[src/rtl/my_pkg.sv]
// my_pkg: shared widths, the NOP encoding and the fetch-state type for the
// instruction-fetch stage.
//   ADDR_WIDTH / DATA_WIDTH : address and instruction widths
//   NOP_INST                : value presented in an empty IF/ID slot after reset
//   fetch_state_e           : BOOT / RUN / HALT
package my_pkg;

    localparam int ADDR_WIDTH = 32;
    localparam int DATA_WIDTH = 32;

    localparam logic [DATA_WIDTH-1:0] NOP_INST = 32'h0000_0013;

    typedef enum logic [1:0] {
        BOOT = 2'd0,
        RUN  = 2'd1,
        HALT = 2'd2
    } fetch_state_e;

endpackage

[src/rtl/if_id_reg.sv]
// if_id_reg: the IF/ID pipeline slot (valid / pc / inst).
//   clk, rst        : clock, synchronous active-high reset
//   load            : capture pc_in/inst_in and mark the slot valid
//   flush           : clear valid; takes priority over load
//   pc_in, inst_in  : values captured on load
//   if_valid, if_pc, if_inst : slot contents
// With neither load nor flush the slot holds (stall).
module if_id_reg
    import my_pkg::*;
#(
    parameter logic [ADDR_WIDTH-1:0] RESET_PC = '0
) (
    input  logic                  clk,
    input  logic                  rst,
    input  logic                  load,
    input  logic                  flush,
    input  logic [ADDR_WIDTH-1:0] pc_in,
    input  logic [DATA_WIDTH-1:0] inst_in,
    output logic                  if_valid,
    output logic [ADDR_WIDTH-1:0] if_pc,
    output logic [DATA_WIDTH-1:0] if_inst
);

    logic                  valid_d, valid_q;
    logic [ADDR_WIDTH-1:0] pc_d,    pc_q;
    logic [DATA_WIDTH-1:0] inst_d,  inst_q;

    always_comb begin
        valid_d = valid_q;
        pc_d    = pc_q;
        inst_d  = inst_q;
        if (flush) begin
            // pc/inst are left as they are; only valid matters downstream
            valid_d = 1'b0;
        end else if (load) begin
            valid_d = 1'b1;
            pc_d    = pc_in;
            inst_d  = inst_in;
        end
    end

    always_ff @(posedge clk) begin
        if (rst) begin
            valid_q <= 1'b0;
            pc_q    <= RESET_PC;
            inst_q  <= NOP_INST;
        end else begin
            valid_q <= valid_d;
            pc_q    <= pc_d;
            inst_q  <= inst_d;
        end
    end

    assign if_valid = valid_q;
    assign if_pc    = pc_q;
    assign if_inst  = inst_q;

endmodule

[src/rtl/if_stage.sv]
// if_stage: instruction-fetch stage with PC register, fetch FSM and IF/ID slot.
//   clk, rst                    : clock, synchronous active-high reset
//   redirect_valid, redirect_pc : taken branch / jump target from EX
//   id_ready                    : ID accepts the slot this cycle
//   imem_addr, imem_inst        : combinational instruction-memory port
//   if_valid, if_pc, if_inst    : IF/ID slot
//   fetch_fault                 : misaligned redirect trapped (sticky until reset)
// Optional feature macro: IF_MISALIGN_TRAP_EN
//   defined   : a misaligned redirect halts fetch and raises fetch_fault
//   undefined : redirect_pc[1:0] is forced to 0, HALT is unreachable,
//               fetch_fault is tied to 0
//
// state | meaning
// ------+---------------------------------------------------------------
// BOOT  | first cycle after reset; no capture, redirect still honoured
// RUN   | normal fetch: capture into a free slot, advance PC by 4
// HALT  | fetch frozen after a trapped misaligned redirect; only rst exits
module if_stage
    import my_pkg::*;
#(
    parameter logic [ADDR_WIDTH-1:0] RESET_PC = 32'h0000_0000
) (
    input  logic                  clk,
    input  logic                  rst,
    input  logic                  redirect_valid,
    input  logic [ADDR_WIDTH-1:0] redirect_pc,
    input  logic                  id_ready,
    output logic [ADDR_WIDTH-1:0] imem_addr,
    input  logic [DATA_WIDTH-1:0] imem_inst,
    output logic                  if_valid,
    output logic [ADDR_WIDTH-1:0] if_pc,
    output logic [DATA_WIDTH-1:0] if_inst,
    output logic                  fetch_fault
);

    fetch_state_e          state_d, state_q;
    logic [ADDR_WIDTH-1:0] pc_d,    pc_q;
    logic                  slot_load;
    logic                  slot_flush;
    logic                  slot_free;
    logic [ADDR_WIDTH-1:0] redirect_aligned;

`ifdef IF_MISALIGN_TRAP_EN
    logic fault_d, fault_q;
    logic misaligned;
    assign misaligned = (redirect_pc[1:0] != 2'b00);
`endif

    assign slot_free        = ~if_valid | id_ready;
    assign redirect_aligned = redirect_pc & ~ADDR_WIDTH'(3);

    always_comb begin
        state_d    = state_q;
        pc_d       = pc_q;
        slot_load  = 1'b0;
        slot_flush = 1'b0;
`ifdef IF_MISALIGN_TRAP_EN
        fault_d    = fault_q;
`endif
        case (state_q)
            BOOT, RUN: begin
                if (state_q == BOOT) begin
                    state_d = RUN;
                end
                if (redirect_valid) begin
                    // the instruction fetched this cycle is dropped
                    slot_flush = 1'b1;
`ifdef IF_MISALIGN_TRAP_EN
                    if (misaligned) begin
                        state_d = HALT;
                        fault_d = 1'b1;
                    end else begin
                        pc_d = redirect_pc;
                    end
`else
                    pc_d = redirect_aligned;
`endif
                end else if (state_q == RUN && slot_free) begin
                    slot_load = 1'b1;
                    pc_d      = pc_q + ADDR_WIDTH'(4);
                end
            end
            HALT: begin
            end
            default: begin
                state_d = BOOT;
            end
        endcase
    end

    always_ff @(posedge clk) begin
        if (rst) begin
            state_q <= BOOT;
            pc_q    <= RESET_PC;
`ifdef IF_MISALIGN_TRAP_EN
            fault_q <= 1'b0;
`endif
        end else begin
            state_q <= state_d;
            pc_q    <= pc_d;
`ifdef IF_MISALIGN_TRAP_EN
            fault_q <= fault_d;
`endif
        end
    end

    assign imem_addr = pc_q;

`ifdef IF_MISALIGN_TRAP_EN
    assign fetch_fault = fault_q;
`else
    assign fetch_fault = 1'b0;
`endif

    if_id_reg #(
        .RESET_PC (RESET_PC)
    ) u_if_id_reg (
        .clk      (clk),
        .rst      (rst),
        .load     (slot_load),
        .flush    (slot_flush),
        .pc_in    (pc_q),
        .inst_in  (imem_inst),
        .if_valid (if_valid),
        .if_pc    (if_pc),
        .if_inst  (if_inst)
    );

endmodule

[config.mk]
export PLATFORM = sky130hd
export DESIGN_NAME = if_stage
export DESIGN_NICKNAME = d
export VERILOG_FILES = /design/src/rtl/my_pkg.sv /design/src/rtl/if_id_reg.sv /design/src/rtl/if_stage.sv
export SDC_FILE = /design/constraint.sdc
export NUM_CORES = 1
export LEC_CHECK = 0
export ABC_AREA = 1
export BUFFER_PORTS_ARGS = -buffer_cell sky130_fd_sc_hd__buf_4
export CAP_MARGIN = 10
export CORE_MARGIN = 2
export CORE_UTILIZATION = 49
export CTS_BUF_LIST = sky130_fd_sc_hd__clkbuf_16
export DETAILED_ROUTE_END_ITERATION = 8
export PLACE_DENSITY = 0.84
export SETUP_SLACK_MARGIN = 0.4
export SYNTH_ARGS = -nofsm -noshare
export SYNTH_HDL_FRONTEND = slang
export SYNTH_SLANG_ARGS = --single-unit
[constraint.sdc]
create_clock -name clk -period 1.7 [get_ports clk]
set_input_delay 0.34 -clock clk [delete_from_list [all_inputs] [get_ports clk]]
set_output_delay 0.34 -clock clk [all_outputs]
set_load 0.03 [all_outputs]
==> impl_results.html, run 1 <==
<table>
<tr><th>Metric</th><th>Value</th></tr>
<tr><th colspan="2">STA</th></tr>
<tr><td>Period Utilization, post-route</td><td>0.953</td></tr>
<tr><td>WHS</td><td>190 ps</td></tr>
<tr><td>Achievable clock frequency</td><td>0.617 GHz</td></tr>
<tr><td>Max-slew violation count</td><td>0</td></tr>
<tr><td>Final hold violation count</td><td>0</td></tr>
<tr><td>Tmin final</td><td>1620 ps</td></tr>
<tr><td>Clock Skews</td><td>11.9 ps</td></tr>
<tr><td>Setup Viol. Count Final</td><td>0</td></tr>
<tr><td>Sum of negative setup slack</td><td>0 ps</td></tr>
<tr><td>Setup repair after global routing missed its margin</td><td>yes</td></tr>
<tr><th colspan="2">Setup path</th></tr>
<tr><td>Cells along the critical path</td><td>ha_4, nand2_4, nor2_4, nand3b_1, nor2_4, a21oi_1, nor2_1, nor2_1</td></tr>
<tr><td>Worst endpoint required time</td><td>approximately 1900 ps</td></tr>
<tr><td>Setup crit start kind</td><td>flip-flop</td></tr>
<tr><td>Worst Setup Path Type</td><td>flip-flop to flip-flop</td></tr>
<tr><td>Critical Path Slowest Stage Cell</td><td>sky130_fd_sc_hd__dfxtp_4</td></tr>
<tr><td>Critical path's top delay family</td><td>simple AND/OR/NAND/NOR gates</td></tr>
<tr><td>Worst Path Max Fanout</td><td>4</td></tr>
<tr><td>Type of element capturing the critical path</td><td>flip-flop</td></tr>
<tr><td>Worst Path Arrival</td><td>1830 ps</td></tr>
<tr><td>Number of buffer and inverter stages on the critical path</td><td>0</td></tr>
<tr><td>Largest stage delay on the critical path</td><td>380 ps</td></tr>
<tr><th colspan="2">Finish</th></tr>
<tr><td>Count of nets after finishing</td><td>900</td></tr>
<tr><td>Antenna Diode Count</td><td>0</td></tr>
<tr><td>Cell area after layout</td><td>7260 µm²</td></tr>
<tr><td>Synthesis-to-finish area growth</td><td>66.7%</td></tr>
<tr><td>Ratio of cells with drive above 1 in the final layout</td><td>0.468</td></tr>
<tr><td>Filler cell count in the final layout</td><td>just under 500</td></tr>
<tr><td>Final cell utilization of the core</td><td>0.837</td></tr>
<tr><td>Area occupied by multi-input gates</td><td>2590 µm²</td></tr>
<tr><td>Register area</td><td>1950 µm²</td></tr>
<tr><th colspan="2">Floorplan</th></tr>
<tr><td>Width of the die</td><td>~98 µm</td></tr>
<tr><td>Initial cell density of the core</td><td>0.502</td></tr>
<tr><td>Chip height</td><td>98.3 µm</td></tr>
<tr><td>Top-level port count</td><td>166</td></tr>
<tr><td>Overall die area</td><td>approximately 9700 µm²</td></tr>
<tr><td>Number of rows created at floorplan</td><td>34</td></tr>
<tr><td>Core box area</td><td>8680 µm²</td></tr>
<tr><th colspan="2">Clocking</th></tr>
<tr><td>Worst-path clk slew</td><td>70 ps</td></tr>
<tr><td>Root Buffer Master</td><td>sky130_fd_sc_hd__clkbuf_16</td></tr>
<tr><td>Sink Count</td><td>94</td></tr>
<tr><td>Number of H-tree branching levels</td><td>3</td></tr>
<tr><td>Clock insertion delay at the later pin of the skew report</td><td>about 350 ps</td></tr>
<tr><td>Number of buffers inserted during clock tree synthesis</td><td>9</td></tr>
<tr><td>Clock tree from TritonCTS</td><td>yes</td></tr>
<tr><td>Clock tree buffer depth</td><td>2</td></tr>
<tr><td>Post-CTS Hold Buffers</td><td>0</td></tr>
<tr><th colspan="2">Detailed routing</th></tr>
<tr><td>Final antenna-violating net count</td><td>0</td></tr>
<tr><td>1st-pass router iterations</td><td>6</td></tr>
<tr><td>Iteration-0 DRC count of the detailed router</td><td>361</td></tr>
<tr><td>Number of remaining DRC errors</td><td>0</td></tr>
<tr><td>Vias after detailed routing</td><td>5,369</td></tr>
<tr><td>Post-detailed-route via-to-cell ratio</td><td>5.69</td></tr>
<tr><td>Final routed wirelength across all metal layers</td><td>about 19,000 µm</td></tr>
<tr><td>Detail-routed net length per standard cell</td><td>19.7 µm</td></tr>
<tr><th colspan="2">Global route</th></tr>
<tr><td>All-layer global routing usage</td><td>0.282</td></tr>
<tr><td>Pin count of the biggest net entering global routing</td><td>slightly above 60</td></tr>
<tr><td>Overflow left after global routing</td><td>0</td></tr>
<tr><td>Vias in the first global route</td><td>4,512</td></tr>
<tr><td>Number of antenna violations at the first check in global routing</td><td>0</td></tr>
<tr><td>First-pass GRT wire length</td><td>between 20,000 and 25,000 µm</td></tr>
<tr><th colspan="2">Synth</th></tr>
<tr><td>Yosys warns</td><td>0</td></tr>
<tr><td>Seq/Total Area, Yosys</td><td>0.432</td></tr>
<tr><td>Cells after synthesis</td><td>635</td></tr>
<tr><td>Multiplexer share of the synthesized area</td><td>0</td></tr>
<tr><td>Netlist area before placement</td><td>around 4400 µm²</td></tr>
<tr><td>Number of library cell types mapped by synthesis</td><td>30</td></tr>
<tr><td>Simple-gate area share of the yosys netlist</td><td>0.323</td></tr>
<tr><td>Share of the synthesized netlist area taken by xor and xnor gates</td><td>0.00804</td></tr>
<tr><td>Adder-cell share of the synthesized area</td><td>0.00287</td></tr>
<tr><td>Compound-gate portion of the synthesized area</td><td>0.134</td></tr>
<tr><td>Syn_area_per_cell</td><td>just under 7 µm²</td></tr>
<tr><td>Flip-flop and latch count after synthesis</td><td>94</td></tr>
<tr><td>Largest family of logic cells by synthesized area</td><td>simple AND/OR/NAND/NOR gates</td></tr>
<tr><th colspan="2">Pwr</th></tr>
<tr><td>Seq pwr share</td><td>0.409</td></tr>
<tr><td>Internal portion of total power</td><td>between 4 and 5 mW</td></tr>
<tr><td>Proportion of power drawn by the clock network</td><td>0.372</td></tr>
<tr><td>Maximum vdd ir drop</td><td>0.605 mV</td></tr>
<tr><td>Static Leak</td><td>about 3.4 nW</td></tr>
<tr><td>Part of the power in combinational logic</td><td>0.220</td></tr>
<tr><td>Switching power as a share of total power</td><td>0.305</td></tr>
<tr><td>Power Dens Cells</td><td>827 nW/µm²</td></tr>
<tr><td>Net Sw Power</td><td>between 1.5 and 2 mW</td></tr>
<tr><th colspan="2">Place</th></tr>
<tr><td>Number of buffer cells added on primary ports</td><td>approximately 160</td></tr>
<tr><td>Final weighted congestion of routability-driven global placement</td><td>0.900</td></tr>
<tr><td>Post-placement cell area</td><td>5750 µm²</td></tr>
<tr><td>HPWL after detailed placement</td><td>9430 µm</td></tr>
<tr><th colspan="2">Hold path</th></tr>
<tr><td>Tightest Hold Check Type</td><td>input pin to flip-flop</td></tr>
<tr><th colspan="2">Run</th></tr>
<tr><td>Max-cap check violation count</td><td>0</td></tr>
<tr><th colspan="2">Outcome</th></tr>
<tr><td>Result of the run</td><td>finished clean</td></tr>
</table>
==> through the flow <==
stage	setup slack [ps]	std cells	power, mW
2_1_floorplan	227	639	3.04
3_3_place_gp	153	882	3.44
3_5_place_dp	112	882	3.46
4_1_cts	224	911	5.66
5_1_grt	18.4	944	6.17
6_report	80.3	944	6.01
==> logic make-up after synthesis <==
kind of cell / count (synthesis)
other: 1
AND/OR/NAND/NOR: 328
flip-flops: 94
buffers and inverters: 103
AO/OA/AOI/OAI: 104
adder cells (fa/ha/maj): 1
XOR/XNOR: 4
==> Yosys cell counts <==
library cell | n | share of area
sky130_fd_sc_hd__nand3_2 | 3 | 0.0069
sky130_fd_sc_hd__nand3b_1 | 5 | 0.0086
sky130_fd_sc_hd__nor2_2 | 1 | 0.0014
sky130_fd_sc_hd__nand3_4 | 1 | 0.0040
sky130_fd_sc_hd__o21ai_0 | 26 | 0.030
sky130_fd_sc_hd__a31oi_1 | 8 | 0.011
sky130_fd_sc_hd__nor2_1 | 57 | 0.049
sky130_fd_sc_hd__conb_1 | 1 | 0.00086
sky130_fd_sc_hd__a21oi_4 | 1 | 0.0037
sky130_fd_sc_hd__clkbuf_1 | 11 | 0.0095
sky130_fd_sc_hd__nor3_1 | 8 | 0.0092
sky130_fd_sc_hd__a211oi_1 | 8 | 0.014
sky130_fd_sc_hd__o211ai_1 | 5 | 0.0086
sky130_fd_sc_hd__dfxtp_1 | 94 | 0.43
sky130_fd_sc_hd__buf_1 | 3 | 0.0026
sky130_fd_sc_hd__a21oi_1 | 51 | 0.059
sky130_fd_sc_hd__inv_1 | 63 | 0.054
sky130_fd_sc_hd__buf_4 | 7 | 0.012
sky130_fd_sc_hd__ha_1 | 1 | 0.0029
sky130_fd_sc_hd__nand4_1 | 7 | 0.010
sky130_fd_sc_hd__a22oi_1 | 2 | 0.0034
sky130_fd_sc_hd__buf_2 | 14 | 0.016
sky130_fd_sc_hd__nand3_1 | 35 | 0.040
sky130_fd_sc_hd__xor2_1 | 4 | 0.0080
sky130_fd_sc_hd__o21ai_2 | 1 | 0.0020
sky130_fd_sc_hd__inv_2 | 5 | 0.0043
sky130_fd_sc_hd__o21ai_1 | 2 | 0.0023
sky130_fd_sc_hd__nand2_1 | 202 | 0.17
sky130_fd_sc_hd__nor2_4 | 6 | 0.016
sky130_fd_sc_hd__nand2_2 | 3 | 0.0043
==> cell type report <==
type	instances	area share
Clock inverter	7	0.0129
Tap cell	108	0.0186
Timing Repair Buffer	216	0.274
Clock buffer	9	0.0310
Sequential cell	94	0.268
Multi-Input combinational cell	442	0.357
Inverter	68	0.0376
==> sequential cells by signal, indices dropped and copies added (netlist names) <==
name	count
state_q	1
u_if_id_reg.if_valid	1
imem_addr	30
u_if_id_reg.if_inst	32
u_if_id_reg.if_pc	30
==> what timing repair did <==
item | 4_1_cts | 5_1_grt
cloned | 2 | 14
buffers inserted | 11 | 19
setup endpoints to repair | 56 | 91
gates resized for setup | 16 | 172
pin swaps | 8 | 47
==> power by group through the flow <==
stage          clock [mW]  combinational (mW)  sequential, mW
5_1_grt              2.32                1.38            2.46
3_3_place_gp            0               0.960            2.48
2_1_floorplan           0               0.341            2.69
6_report             2.23                1.32            2.45
3_5_place_dp            0               0.980            2.48
4_1_cts              2.20                1.03            2.43
==> path summary, 6_finish.rpt <==
path	from	end	slack [ps]	cells past startpoint
worst min-delay path	imem_inst[4]	u_if_id_reg.if_inst[4]	190	3
worst max-delay path	imem_addr[2]	imem_addr[28]	80	8
worst max register to register	imem_addr[2]	imem_addr[28]	80	8
worst min register to register	u_if_id_reg.if_inst[23]	u_if_id_reg.if_inst[23]	470	2
==> worst reg2reg max path, stage by stage (launching register included) <==
cell,delay (ps)
sky130_fd_sc_hd__dfxtp_4,380
sky130_fd_sc_hd__ha_4,160
sky130_fd_sc_hd__nand2_4,70
sky130_fd_sc_hd__nor2_4,150
sky130_fd_sc_hd__nand3b_1,220
sky130_fd_sc_hd__nor2_4,200
sky130_fd_sc_hd__a21oi_1,90
sky130_fd_sc_hd__nor2_1,160
sky130_fd_sc_hd__nor2_1,70
==> cell usage in the layout, fill, tap and decap left out, types with 6 or more instances in the layout <==
master	Yosys	layout
sky130_fd_sc_hd__a21oi_2	0	27
sky130_fd_sc_hd__nand3_2	3	6
sky130_fd_sc_hd__nand2_4	0	27
sky130_fd_sc_hd__dfxtp_4	0	12
sky130_fd_sc_hd__inv_1	63	59
sky130_fd_sc_hd__o21ai_2	1	6
sky130_fd_sc_hd__nand3_1	35	30
sky130_fd_sc_hd__buf_12	0	7
sky130_fd_sc_hd__nor2_4	6	11
sky130_fd_sc_hd__nand2_2	3	20
sky130_fd_sc_hd__buf_4	7	181
sky130_fd_sc_hd__nand2_1	202	158
sky130_fd_sc_hd__nor2_1	57	47
sky130_fd_sc_hd__dfxtp_2	0	18
sky130_fd_sc_hd__clkbuf_16	0	18
sky130_fd_sc_hd__nor3_2	0	6
sky130_fd_sc_hd__dfxtp_1	94	64
sky130_fd_sc_hd__a31oi_1	8	8
sky130_fd_sc_hd__a21oi_1	51	24
sky130_fd_sc_hd__nand4_1	7	7
sky130_fd_sc_hd__buf_8	0	6
sky130_fd_sc_hd__inv_2	5	6
sky130_fd_sc_hd__nor2_2	1	6
sky130_fd_sc_hd__buf_6	0	11
sky130_fd_sc_hd__o21ai_0	26	19
==> layer usage <==
layer  up-vias  track usage  routed length (µm)
met5         -            0                   0
li1       2414            -                   -
met2       389        0.476                9110
met4         0       0.0948                 876
met1      2487        0.364                6770
met3        79       0.0544                1860
No activity file was read; power rests on OpenSTA's default activity.
==> inputs of run 2 (changes only) <==
--- a/config.mk
+++ b/config.mk
@@ -8,11 +8,13 @@
 export ABC_AREA = 1
 export BUFFER_PORTS_ARGS = -buffer_cell sky130_fd_sc_hd__buf_4
 export CAP_MARGIN = 10
-export CORE_MARGIN = 2
-export CORE_UTILIZATION = 49
+export CELL_PAD_IN_SITES_DETAIL_PLACEMENT = 1
+export CELL_PAD_IN_SITES_GLOBAL_PLACEMENT = 1
+export CORE_MARGIN = 1
+export CORE_UTILIZATION = 33
 export CTS_BUF_LIST = sky130_fd_sc_hd__clkbuf_16
 export DETAILED_ROUTE_END_ITERATION = 8
-export PLACE_DENSITY = 0.84
+export PLACE_DENSITY = 0.83
 export SETUP_SLACK_MARGIN = 0.4
 export SYNTH_ARGS = -nofsm -noshare
 export SYNTH_HDL_FRONTEND = slang
==> constraint.sdc (replaced) <==
create_clock -name clk -period 1.7 [get_ports clk]
set_input_delay 0.51 -clock clk [delete_from_list [all_inputs] [get_ports clk]]
set_output_delay 0.51 -clock clk [all_outputs]
set_load 0.03 [all_outputs]
==> run 2 against run 1 <==
Net effect: total power increased by 9.4%; clock power hardly changed; via count grew 22%; the run now ends with setup timing left; critical path depth increased by 1; first-iteration DRC count up 82%; non-clock buffer count is 80 higher.
==> impl_results.html, run 2 (synthesized netlist as in run 1, its figures left out) <==
<table>
<tr><th>Metric</th><th>Value</th></tr>
<tr><th colspan="2">Outcome</th></tr>
<tr><td>Result of the run</td><td>finished with violations (was finished clean)</td></tr>
<tr><td>Violations in the final reports</td><td>setup timing</td></tr>
<tr><th colspan="2">Floorplan</th></tr>
<tr><td>Number of rows created at floorplan</td><td>41 (was 34)</td></tr>
<tr><td>Initial cell density of the core</td><td>0.342 (was 0.502)</td></tr>
<tr><td>Chip height</td><td>117 µm (was 98.3 µm)</td></tr>
<tr><td>Top-level port count</td><td>166 (unchanged)</td></tr>
<tr><td>Overall die area</td><td>13,700 µm² (was 9660 µm²)</td></tr>
<tr><td>Core box area</td><td>12,700 µm² (was 8680 µm²)</td></tr>
<tr><td>Width of the die</td><td>117 µm (was 98.3 µm)</td></tr>
<tr><th colspan="2">Finish</th></tr>
<tr><td>Most frequent standard cell in the layout excluding fill and tap cells</td><td>sky130_fd_sc_hd__buf_4 (unchanged)</td></tr>
<tr><td>Count of nets after finishing</td><td>982 (was 900)</td></tr>
<tr><td>Ratio of cells with drive above 1 in the final layout</td><td>0.633 (was 0.468)</td></tr>
<tr><td>Antenna Diode Count</td><td>0 (unchanged)</td></tr>
<tr><td>Largest register FFs</td><td>32 (unchanged)</td></tr>
<tr><td>Synthesis-to-finish area growth</td><td>103% (was 66.7%)</td></tr>
<tr><td>Non-filler instance count after layout</td><td>1,090 (was 944)</td></tr>
<tr><td>Commonest cells after routing, fill and taps aside</td><td>sky130_fd_sc_hd__buf_4, sky130_fd_sc_hd__nand2_1, sky130_fd_sc_hd__buf_6, sky130_fd_sc_hd__dfxtp_2, sky130_fd_sc_hd__inv_1 (was sky130_fd_sc_hd__buf_4, sky130_fd_sc_hd__nand2_1, sky130_fd_sc_hd__dfxtp_1, sky130_fd_sc_hd__inv_1, sky130_fd_sc_hd__nor2_1)</td></tr>
<tr><th colspan="2">Global route</th></tr>
<tr><td>Overflow left after global routing</td><td>0 (unchanged)</td></tr>
<tr><td>First-pass GRT wire length</td><td>33,900 µm (was 22,100 µm)</td></tr>
<tr><td>Pin count of the biggest net entering global routing</td><td>35 (was 61)</td></tr>
<tr><td>Number of antenna violations at the first check in global routing</td><td>3 (was 0)</td></tr>
<tr><td>All-layer global routing usage</td><td>0.334 (was 0.282)</td></tr>
<tr><td>Vias in the first global route</td><td>6,169 (was 4,512)</td></tr>
<tr><th colspan="2">Detailed routing</th></tr>
<tr><td>Post-detailed-route via-to-cell ratio</td><td>5.99 (was 5.69)</td></tr>
<tr><td>1st-pass router iterations</td><td>5 (was 6)</td></tr>
<tr><td>Final routed wirelength across all metal layers</td><td>34,400 µm (was 18,600 µm)</td></tr>
<tr><td>Vias after detailed routing</td><td>6,529 (was 5,369)</td></tr>
<tr><td>Final antenna-violating net count</td><td>0 (unchanged)</td></tr>
<tr><td>Number of remaining DRC errors</td><td>0 (unchanged)</td></tr>
<tr><td>Detail-routed net length per standard cell</td><td>31.6 µm (was 19.7 µm)</td></tr>
<tr><td>Iteration-0 DRC count of the detailed router</td><td>657 (was 361)</td></tr>
<tr><th colspan="2">Pwr</th></tr>
<tr><td>Internal portion of total power</td><td>4.30 mW (was 4.17 mW)</td></tr>
<tr><td>Seq pwr share</td><td>0.380 (was 0.409)</td></tr>
<tr><td>Maximum vdd ir drop</td><td>0.862 mV (was 0.605 mV)</td></tr>
<tr><td>Switching power as a share of total power</td><td>0.345 (was 0.305)</td></tr>
<tr><td>Net Sw Power</td><td>2.27 mW (was 1.83 mW)</td></tr>
<tr><td>Power consumption</td><td>6.57 mW (was 6.01 mW)</td></tr>
<tr><td>Static Leak</td><td>4.12 nW (was 3.40 nW)</td></tr>
<tr><td>Proportion of power drawn by the clock network</td><td>0.338 (was 0.372)</td></tr>
<tr><td>Part of the power in combinational logic</td><td>0.283 (was 0.220)</td></tr>
<tr><td>Power Dens Cells</td><td>743 nW/µm² (was 827 nW/µm²)</td></tr>
<tr><th colspan="2">Clocking</th></tr>
<tr><td>Clock tree buffer depth</td><td>2 (unchanged)</td></tr>
<tr><td>Worst-path clk slew</td><td>80 ps (was 70 ps)</td></tr>
<tr><td>Clock tree from TritonCTS</td><td>yes (unchanged)</td></tr>
<tr><td>Post-CTS Hold Buffers</td><td>0 (unchanged)</td></tr>
<tr><td>Root Buffer Master</td><td>sky130_fd_sc_hd__clkbuf_16 (unchanged)</td></tr>
<tr><td>Number of H-tree branching levels</td><td>3 (unchanged)</td></tr>
<tr><td>Clock insertion delay at the later pin of the skew report</td><td>370 ps (was 350 ps)</td></tr>
<tr><td>Sink Count</td><td>94 (unchanged)</td></tr>
<tr><td>Number of buffers inserted during clock tree synthesis</td><td>9 (unchanged)</td></tr>
<tr><th colspan="2">Place</th></tr>
<tr><td>HPWL after detailed placement</td><td>12,100 µm (was 9430 µm)</td></tr>
<tr><td>Cell count after placement</td><td>969 (was 882)</td></tr>
<tr><td>Final weighted congestion of routability-driven global placement</td><td>0.857 (was 0.900)</td></tr>
<tr><td>Worst setup slack before clock tree synthesis</td><td>-14.7 ps (was 112 ps)</td></tr>
<tr><td>Number of buffer cells added on primary ports</td><td>158 (unchanged)</td></tr>
<tr><th colspan="2">Run</th></tr>
<tr><td>Max-cap check violation count</td><td>0 (unchanged)</td></tr>
<tr><th colspan="2">STA</th></tr>
<tr><td>Tmin final</td><td>1910 ps (was 1620 ps)</td></tr>
<tr><td>Clock Skews</td><td>19.2 ps (was 11.9 ps)</td></tr>
<tr><td>Worst slew margin relative to its limit</td><td>0.579</td></tr>
<tr><td>WHS</td><td>395 ps (was 190 ps)</td></tr>
<tr><td>Final hold violation count</td><td>0 (unchanged)</td></tr>
<tr><td>Achievable clock frequency</td><td>0.523 GHz (was 0.617 GHz)</td></tr>
<tr><td>Transition time at the pin with the least slew margin</td><td>631 ps</td></tr>
<tr><td>Period Utilization, post-route</td><td>1.12 (was 0.953)</td></tr>
<tr><td>Max-slew violation count</td><td>0 (unchanged)</td></tr>
<tr><td>Worst setup slack after layout</td><td>-212 ps (was 80.3 ps)</td></tr>
<tr><td>Setup Viol. Count Final</td><td>24 (was 0)</td></tr>
<tr><td>Setup repair after global routing missed its margin</td><td>yes (unchanged)</td></tr>
<tr><th colspan="2">Hold path</th></tr>
<tr><td>Tightest Hold Check Type</td><td>input pin to flip-flop (unchanged)</td></tr>
<tr><th colspan="2">Setup path</th></tr>
<tr><td>Worst endpoint required time</td><td>1920 ps (was 1910 ps)</td></tr>
<tr><td>Worst Path Arrival</td><td>2130 ps (was 1830 ps)</td></tr>
<tr><td>Flop2flop setup slack</td><td>-210 ps (was 80 ps)</td></tr>
<tr><td>Worst Path Max Fanout</td><td>8 (was 4)</td></tr>
<tr><td>Worst Setup Path Type</td><td>flip-flop to flip-flop (unchanged)</td></tr>
<tr><td>Setup crit start kind</td><td>flip-flop (unchanged)</td></tr>
<tr><td>Type of element capturing the critical path</td><td>flip-flop (unchanged)</td></tr>
</table>
[run 2: changes by cell type in the layout (fill, tap and decap cells not counted), moves of 14 or more]
cell                      previous run  this run
sky130_fd_sc_hd__buf_6              11       112
sky130_fd_sc_hd__a21oi_1            24         9
sky130_fd_sc_hd__dfxtp_4            12        26
sky130_fd_sc_hd__nand2_1           158       142
sky130_fd_sc_hd__dfxtp_2            18        68
sky130_fd_sc_hd__nand2_4            27        41
sky130_fd_sc_hd__a21oi_2            27        41
sky130_fd_sc_hd__buf_4             181       156
sky130_fd_sc_hd__dfxtp_1            64         0
[run 2: power groups by stage]
stage | logic (mW) | registers (mW) | clock network, mW
2_1_floorplan | 0.386 | 2.70 | 0
3_3_place_gp | 1.04 | 2.48 | 0
3_5_place_dp | 1.08 | 2.49 | 0
4_1_cts | 1.32 | 2.45 | 2.13
5_1_grt | 1.89 | 2.50 | 2.28
6_report | 1.86 | 2.49 | 2.22
[run 2: per-stage QoR]
| stage | util | area, µm² | TNS [ps] |
|---|---|---|---|
| floorplan | - | 4630 | 0 |
| global placement | 0.481 | 6120 | 0 |
| detailed placement | 0.481 | 6120 | -37.9 |
| CTS | 0.590 | 7510 | 0 |
| global route | 0.695 | 8840 | -2980 |
| finish | 0.695 | 8840 | -2080 |
[run 2: area by class of cell]
class | instances | area [µm²]
clock buffers | 11 | 275
clock inverters | 5 | 33.8
fillers | 1446 | 3880
inverters | 68 | 302
multi-input cells | 442 | 2910
flip-flops and latches | 94 | 2060
well taps | 172 | 215
repair buffers | 296 | 3030
repair inverters | 2 | 15.0
[run 2: routing by layer]
layer,share of wire,track usage
met1,0.34,0.365
met2,0.45,0.592
met3,0.12,0.0700
met4,0.088,0.207
met5,0.00078,0
[run 2: final timing paths]
check                               from                      end  cells past startpoint
setup / recovery              state_q[0]  u_if_id_reg.if_inst[25]                      9
hold / removal             imem_inst[16]  u_if_id_reg.if_inst[16]                      3
setup reg to reg              state_q[0]  u_if_id_reg.if_inst[25]                      9
hold reg to reg   u_if_id_reg.if_inst[6]   u_if_id_reg.if_inst[6]                      2
[run 2: repair_timing]
item	4_1_cts	5_1_grt
setup endpoints to repair	173	184
resized for setup	217	210
cloned	5	7
setup buffers	50	43
pin swaps	12	63
[run 2: worst max-delay path: stages, from the launching register on]
cell                        delay, ps
sky130_fd_sc_hd__dfxtp_2          360
sky130_fd_sc_hd__inv_2             60
sky130_fd_sc_hd__a21oi_4          190
sky130_fd_sc_hd__nand2_8          140
sky130_fd_sc_hd__buf_12           170
sky130_fd_sc_hd__clkinv_16         60
sky130_fd_sc_hd__buf_6            100
sky130_fd_sc_hd__buf_12           160
sky130_fd_sc_hd__nand2_4          110
sky130_fd_sc_hd__a21oi_2          390
==> inputs of run 3 (changes only) <==
--- a/config.mk
+++ b/config.mk
@@ -10,12 +10,13 @@
 export CAP_MARGIN = 10
 export CELL_PAD_IN_SITES_DETAIL_PLACEMENT = 1
 export CELL_PAD_IN_SITES_GLOBAL_PLACEMENT = 1
-export CORE_MARGIN = 1
+export CORE_MARGIN = 2
 export CORE_UTILIZATION = 33
 export CTS_BUF_LIST = sky130_fd_sc_hd__clkbuf_16
+export CTS_CLUSTER_SIZE = 28
 export DETAILED_ROUTE_END_ITERATION = 8
 export PLACE_DENSITY = 0.83
-export SETUP_SLACK_MARGIN = 0.4
+export SETUP_SLACK_MARGIN = 0.1
 export SYNTH_ARGS = -nofsm -noshare
 export SYNTH_HDL_FRONTEND = slang
 export SYNTH_SLANG_ARGS = --single-unit
==> run 3 against run 2 <==
Net effect: total power fell by 16%; fmax rose by 22%; via count fell by 25%; critical path depth did not move; non-clock buffer count fell by 94; combinational power fell by 42%; the run now ends clean; global-route usage fell by 11 points; clock power fell by 9.0%; worst setup slack improved by 340 ps; first-iteration DRC count fell by 58%.
==> impl_results.html, run 3 (synthesized netlist as in run 1, its figures left out) <==
<table>
<tr><th>Metric</th><th>Value</th></tr>
<tr><th colspan="2">Outcome</th></tr>
<tr><td>Result of the run</td><td>finished clean (was finished with violations)</td></tr>
<tr><th colspan="2">Floorplan</th></tr>
<tr><td>Chip height</td><td>119 µm (was 117 µm)</td></tr>
<tr><td>Core box area</td><td>12,800 µm² (was 12,700 µm²)</td></tr>
<tr><td>Top-level port count</td><td>166 (unchanged)</td></tr>
<tr><td>Number of rows created at floorplan</td><td>41 (unchanged)</td></tr>
<tr><td>Initial cell density of the core</td><td>0.341 (was 0.342)</td></tr>
<tr><td>Overall die area</td><td>14,100 µm² (was 13,700 µm²)</td></tr>
<tr><td>Width of the die</td><td>119 µm (was 117 µm)</td></tr>
<tr><th colspan="2">Setup path</th></tr>
<tr><td>Largest stage delay on the critical path</td><td>370 ps (was 390 ps)</td></tr>
<tr><td>Worst Path Max Fanout</td><td>30 (was 8)</td></tr>
<tr><td>Worst Path Arrival</td><td>1860 ps (was 2130 ps)</td></tr>
<tr><td>Cells along the critical path</td><td>inv_2, a21oi_4, nand2_2, buf_12, nor2_1, nand3_1, nand3_2, nand2_1, inv_1 (was inv_2, a21oi_4, nand2_8, buf_12, clkinv_16, buf_6, buf_12, nand2_4, a21oi_2)</td></tr>
<tr><td>Worst endpoint required time</td><td>1990 ps (was 1920 ps)</td></tr>
<tr><td>Critical path depth in cells</td><td>9 (unchanged)</td></tr>
<tr><td>Critical path's top delay family</td><td>simple AND/OR/NAND/NOR gates (was compound AO/OA/AOI/OAI gates)</td></tr>
<tr><td>Setup crit start kind</td><td>flip-flop (unchanged)</td></tr>
<tr><td>Cell count of the worst reg-to-reg path</td><td>9 (unchanged)</td></tr>
<tr><td>Critical Path Slowest Stage Cell</td><td>sky130_fd_sc_hd__dfxtp_1 (was sky130_fd_sc_hd__a21oi_2)</td></tr>
<tr><td>Number of buffer and inverter stages on the critical path</td><td>3 (was 5)</td></tr>
<tr><td>Type of element capturing the critical path</td><td>flip-flop (unchanged)</td></tr>
<tr><td>Worst Setup Path Type</td><td>flip-flop to flip-flop (unchanged)</td></tr>
<tr><th colspan="2">Detailed routing</th></tr>
<tr><td>Vias after detailed routing</td><td>4,902 (was 6,529)</td></tr>
<tr><td>1st-pass router iterations</td><td>4 (was 5)</td></tr>
<tr><td>Detail-routed net length per standard cell</td><td>16.1 µm (was 31.6 µm)</td></tr>
<tr><td>Final antenna-violating net count</td><td>0 (unchanged)</td></tr>
<tr><td>Number of remaining DRC errors</td><td>0 (unchanged)</td></tr>
<tr><td>Iteration-0 DRC count of the detailed router</td><td>275 (was 657)</td></tr>
<tr><td>Post-detailed-route via-to-cell ratio</td><td>4.93 (was 5.99)</td></tr>
<tr><td>Final routed wirelength across all metal layers</td><td>16,000 µm (was 34,400 µm)</td></tr>
<tr><th colspan="2">Pwr</th></tr>
<tr><td>Internal portion of total power</td><td>3.89 mW (was 4.30 mW)</td></tr>
<tr><td>Part of the power in combinational logic</td><td>0.195 (was 0.283)</td></tr>
<tr><td>Seq pwr share</td><td>0.439 (was 0.380)</td></tr>
<tr><td>Maximum vdd ir drop</td><td>0.553 mV (was 0.862 mV)</td></tr>
<tr><td>Proportion of power drawn by the clock network</td><td>0.366 (was 0.338)</td></tr>
<tr><td>Static Leak</td><td>3.00 nW (was 4.12 nW)</td></tr>
<tr><td>Power Dens Cells</td><td>862 nW/µm² (was 743 nW/µm²)</td></tr>
<tr><td>Net Sw Power</td><td>1.63 mW (was 2.27 mW)</td></tr>
<tr><td>Switching power as a share of total power</td><td>0.296 (was 0.345)</td></tr>
<tr><td>Power consumption</td><td>5.52 mW (was 6.57 mW)</td></tr>
<tr><th colspan="2">STA</th></tr>
<tr><td>Clock Skews</td><td>11.3 ps (was 19.2 ps)</td></tr>
<tr><td>Setup Viol. Count Final</td><td>0 (was 24)</td></tr>
<tr><td>Achievable clock frequency</td><td>0.636 GHz (was 0.523 GHz)</td></tr>
<tr><td>Setup repair after global routing missed its margin</td><td>yes (unchanged)</td></tr>
<tr><td>Worst setup slack after layout</td><td>128 ps (was -212 ps)</td></tr>
<tr><td>Tmin final</td><td>1570 ps (was 1910 ps)</td></tr>
<tr><td>Max-slew violation count</td><td>0 (unchanged)</td></tr>
<tr><td>Sum of negative setup slack</td><td>0 ps (was -2080 ps)</td></tr>
<tr><td>Final hold violation count</td><td>0 (unchanged)</td></tr>
<tr><td>Period Utilization, post-route</td><td>0.925 (was 1.12)</td></tr>
<tr><th colspan="2">Finish</th></tr>
<tr><td>Ratio of cells with drive above 1 in the final layout</td><td>0.322 (was 0.633)</td></tr>
<tr><td>Area occupied by multi-input gates</td><td>2150 µm² (was 2910 µm²)</td></tr>
<tr><td>Non-filler instance count after layout</td><td>994 (was 1,090)</td></tr>
<tr><td>Largest register FFs</td><td>32 (unchanged)</td></tr>
<tr><td>Antenna Diode Count</td><td>0 (unchanged)</td></tr>
<tr><td>Filler cell count in the final layout</td><td>1,621 (was 1,446)</td></tr>
<tr><td>Synthesis-to-finish area growth</td><td>46.9% (was 103%)</td></tr>
<tr><td>Most frequent standard cell in the layout excluding fill and tap cells</td><td>sky130_fd_sc_hd__nand2_1 (was sky130_fd_sc_hd__buf_4)</td></tr>
<tr><td>Count of nets after finishing</td><td>886 (was 982)</td></tr>
<tr><td>Register area</td><td>1900 µm² (was 2060 µm²)</td></tr>
<tr><td>Cell area after layout</td><td>6400 µm² (was 8840 µm²)</td></tr>
<tr><td>Commonest cells after routing, fill and taps aside</td><td>sky130_fd_sc_hd__nand2_1, sky130_fd_sc_hd__buf_4, sky130_fd_sc_hd__dfxtp_1, sky130_fd_sc_hd__inv_1, sky130_fd_sc_hd__a21oi_1 (was sky130_fd_sc_hd__buf_4, sky130_fd_sc_hd__nand2_1, sky130_fd_sc_hd__buf_6, sky130_fd_sc_hd__dfxtp_2, sky130_fd_sc_hd__inv_1)</td></tr>
<tr><th colspan="2">Clocking</th></tr>
<tr><td>Number of buffers inserted during clock tree synthesis</td><td>9 (unchanged)</td></tr>
<tr><td>Worst-path clk slew</td><td>60 ps (was 80 ps)</td></tr>
<tr><td>Root Buffer Master</td><td>sky130_fd_sc_hd__clkbuf_16 (unchanged)</td></tr>
<tr><td>Clock tree buffer depth</td><td>2 (unchanged)</td></tr>
<tr><td>Clock insertion delay at the later pin of the skew report</td><td>350 ps (was 370 ps)</td></tr>
<tr><td>Post-CTS Hold Buffers</td><td>0 (unchanged)</td></tr>
<tr><td>Number of H-tree branching levels</td><td>3 (unchanged)</td></tr>
<tr><td>Clock tree from TritonCTS</td><td>yes (unchanged)</td></tr>
<tr><td>Sink Count</td><td>94 (unchanged)</td></tr>
<tr><th colspan="2">Place</th></tr>
<tr><td>Worst setup slack before clock tree synthesis</td><td>4.47 ps (was -14.7 ps)</td></tr>
<tr><td>Number of buffer cells added on primary ports</td><td>158 (unchanged)</td></tr>
<tr><td>Cell count after placement</td><td>972 (was 969)</td></tr>
<tr><td>HPWL after detailed placement</td><td>11,700 µm (was 12,100 µm)</td></tr>
<tr><td>Post-placement cell area</td><td>5950 µm² (was 6120 µm²)</td></tr>
<tr><td>Final weighted congestion of routability-driven global placement</td><td>0.876 (was 0.857)</td></tr>
<tr><th colspan="2">Global route</th></tr>
<tr><td>Pin count of the biggest net entering global routing</td><td>53 (was 35)</td></tr>
<tr><td>Vias in the first global route</td><td>5,086 (was 6,169)</td></tr>
<tr><td>Number of antenna violations at the first check in global routing</td><td>0 (was 3)</td></tr>
<tr><td>First-pass GRT wire length</td><td>25,500 µm (was 33,900 µm)</td></tr>
<tr><td>Overflow left after global routing</td><td>0 (unchanged)</td></tr>
<tr><td>All-layer global routing usage</td><td>0.223 (was 0.334)</td></tr>
<tr><th colspan="2">Hold path</th></tr>
<tr><td>Hold Path Stages</td><td>3 (unchanged)</td></tr>
<tr><td>Tightest Hold Check Type</td><td>input pin to flip-flop (unchanged)</td></tr>
<tr><th colspan="2">Run</th></tr>
<tr><td>Max-cap check violation count</td><td>0 (unchanged)</td></tr>
</table>
run 3: timing repair:
item / CTS / global route
endpoints found under the setup margin: 9 / 22
pin swaps: 1 / 12
endpoints found under the hold margin: 0 / 0
buffers inserted: 1 / 5
resized for setup: 9 / 27
run 3: path summary, 6_finish.rpt:
check | start | to | slack (ps)
hold reg to reg | u_if_id_reg.if_inst[29] | u_if_id_reg.if_inst[29] | 460
setup reg to reg | state_q[0] | imem_addr[22] | 130
setup / recovery | state_q[0] | imem_addr[22] | 130
hold / removal | imem_inst[0] | u_if_id_reg.if_inst[0] | 360
run 3: per-stage QoR:
stage                      util  hold WS, ps
after floorplan               -          490
after global placement    0.466          452
after detailed placement  0.466          457
after CTS                 0.492          354
after global routing      0.501          368
final                     0.501          363
run 3: routing by layer:
layer	up-vias	part of all wire	wire length (µm)	global-route usage
li1	2381	-	-	-
met1	2335	0.41	6640	0.264
met2	162	0.51	8120	0.405
met3	24	0.057	918	0.0383
met4	0	0.021	337	0.0759
met5	-	0	0	0
run 3: cell type report:
type                       instances  area share
multi-input combinational        442       0.336
sequential                        94       0.297
timing repair buffer             202       0.247
inverter                          68      0.0403
clock buffer                       9      0.0352
tap                              172      0.0336
clock inverter                     7      0.0106
run 3: tightest hold or removal path, stage by stage:
cell and delay (ps):
sky130_fd_sc_hd__buf_4 80, sky130_fd_sc_hd__nand2_1 40, sky130_fd_sc_hd__nand3_1 50
run 3: power by group through the flow:
stage          combinational (mW)  clock, mW  sequential [mW]
3_5_place_dp                 1.06          0             2.47
3_3_place_gp                 1.03          0             2.46
6_report                     1.08       2.02             2.42
4_1_cts                      1.07       2.07             2.42
2_1_floorplan               0.339          0             2.69
5_1_grt                      1.16       2.14             2.44
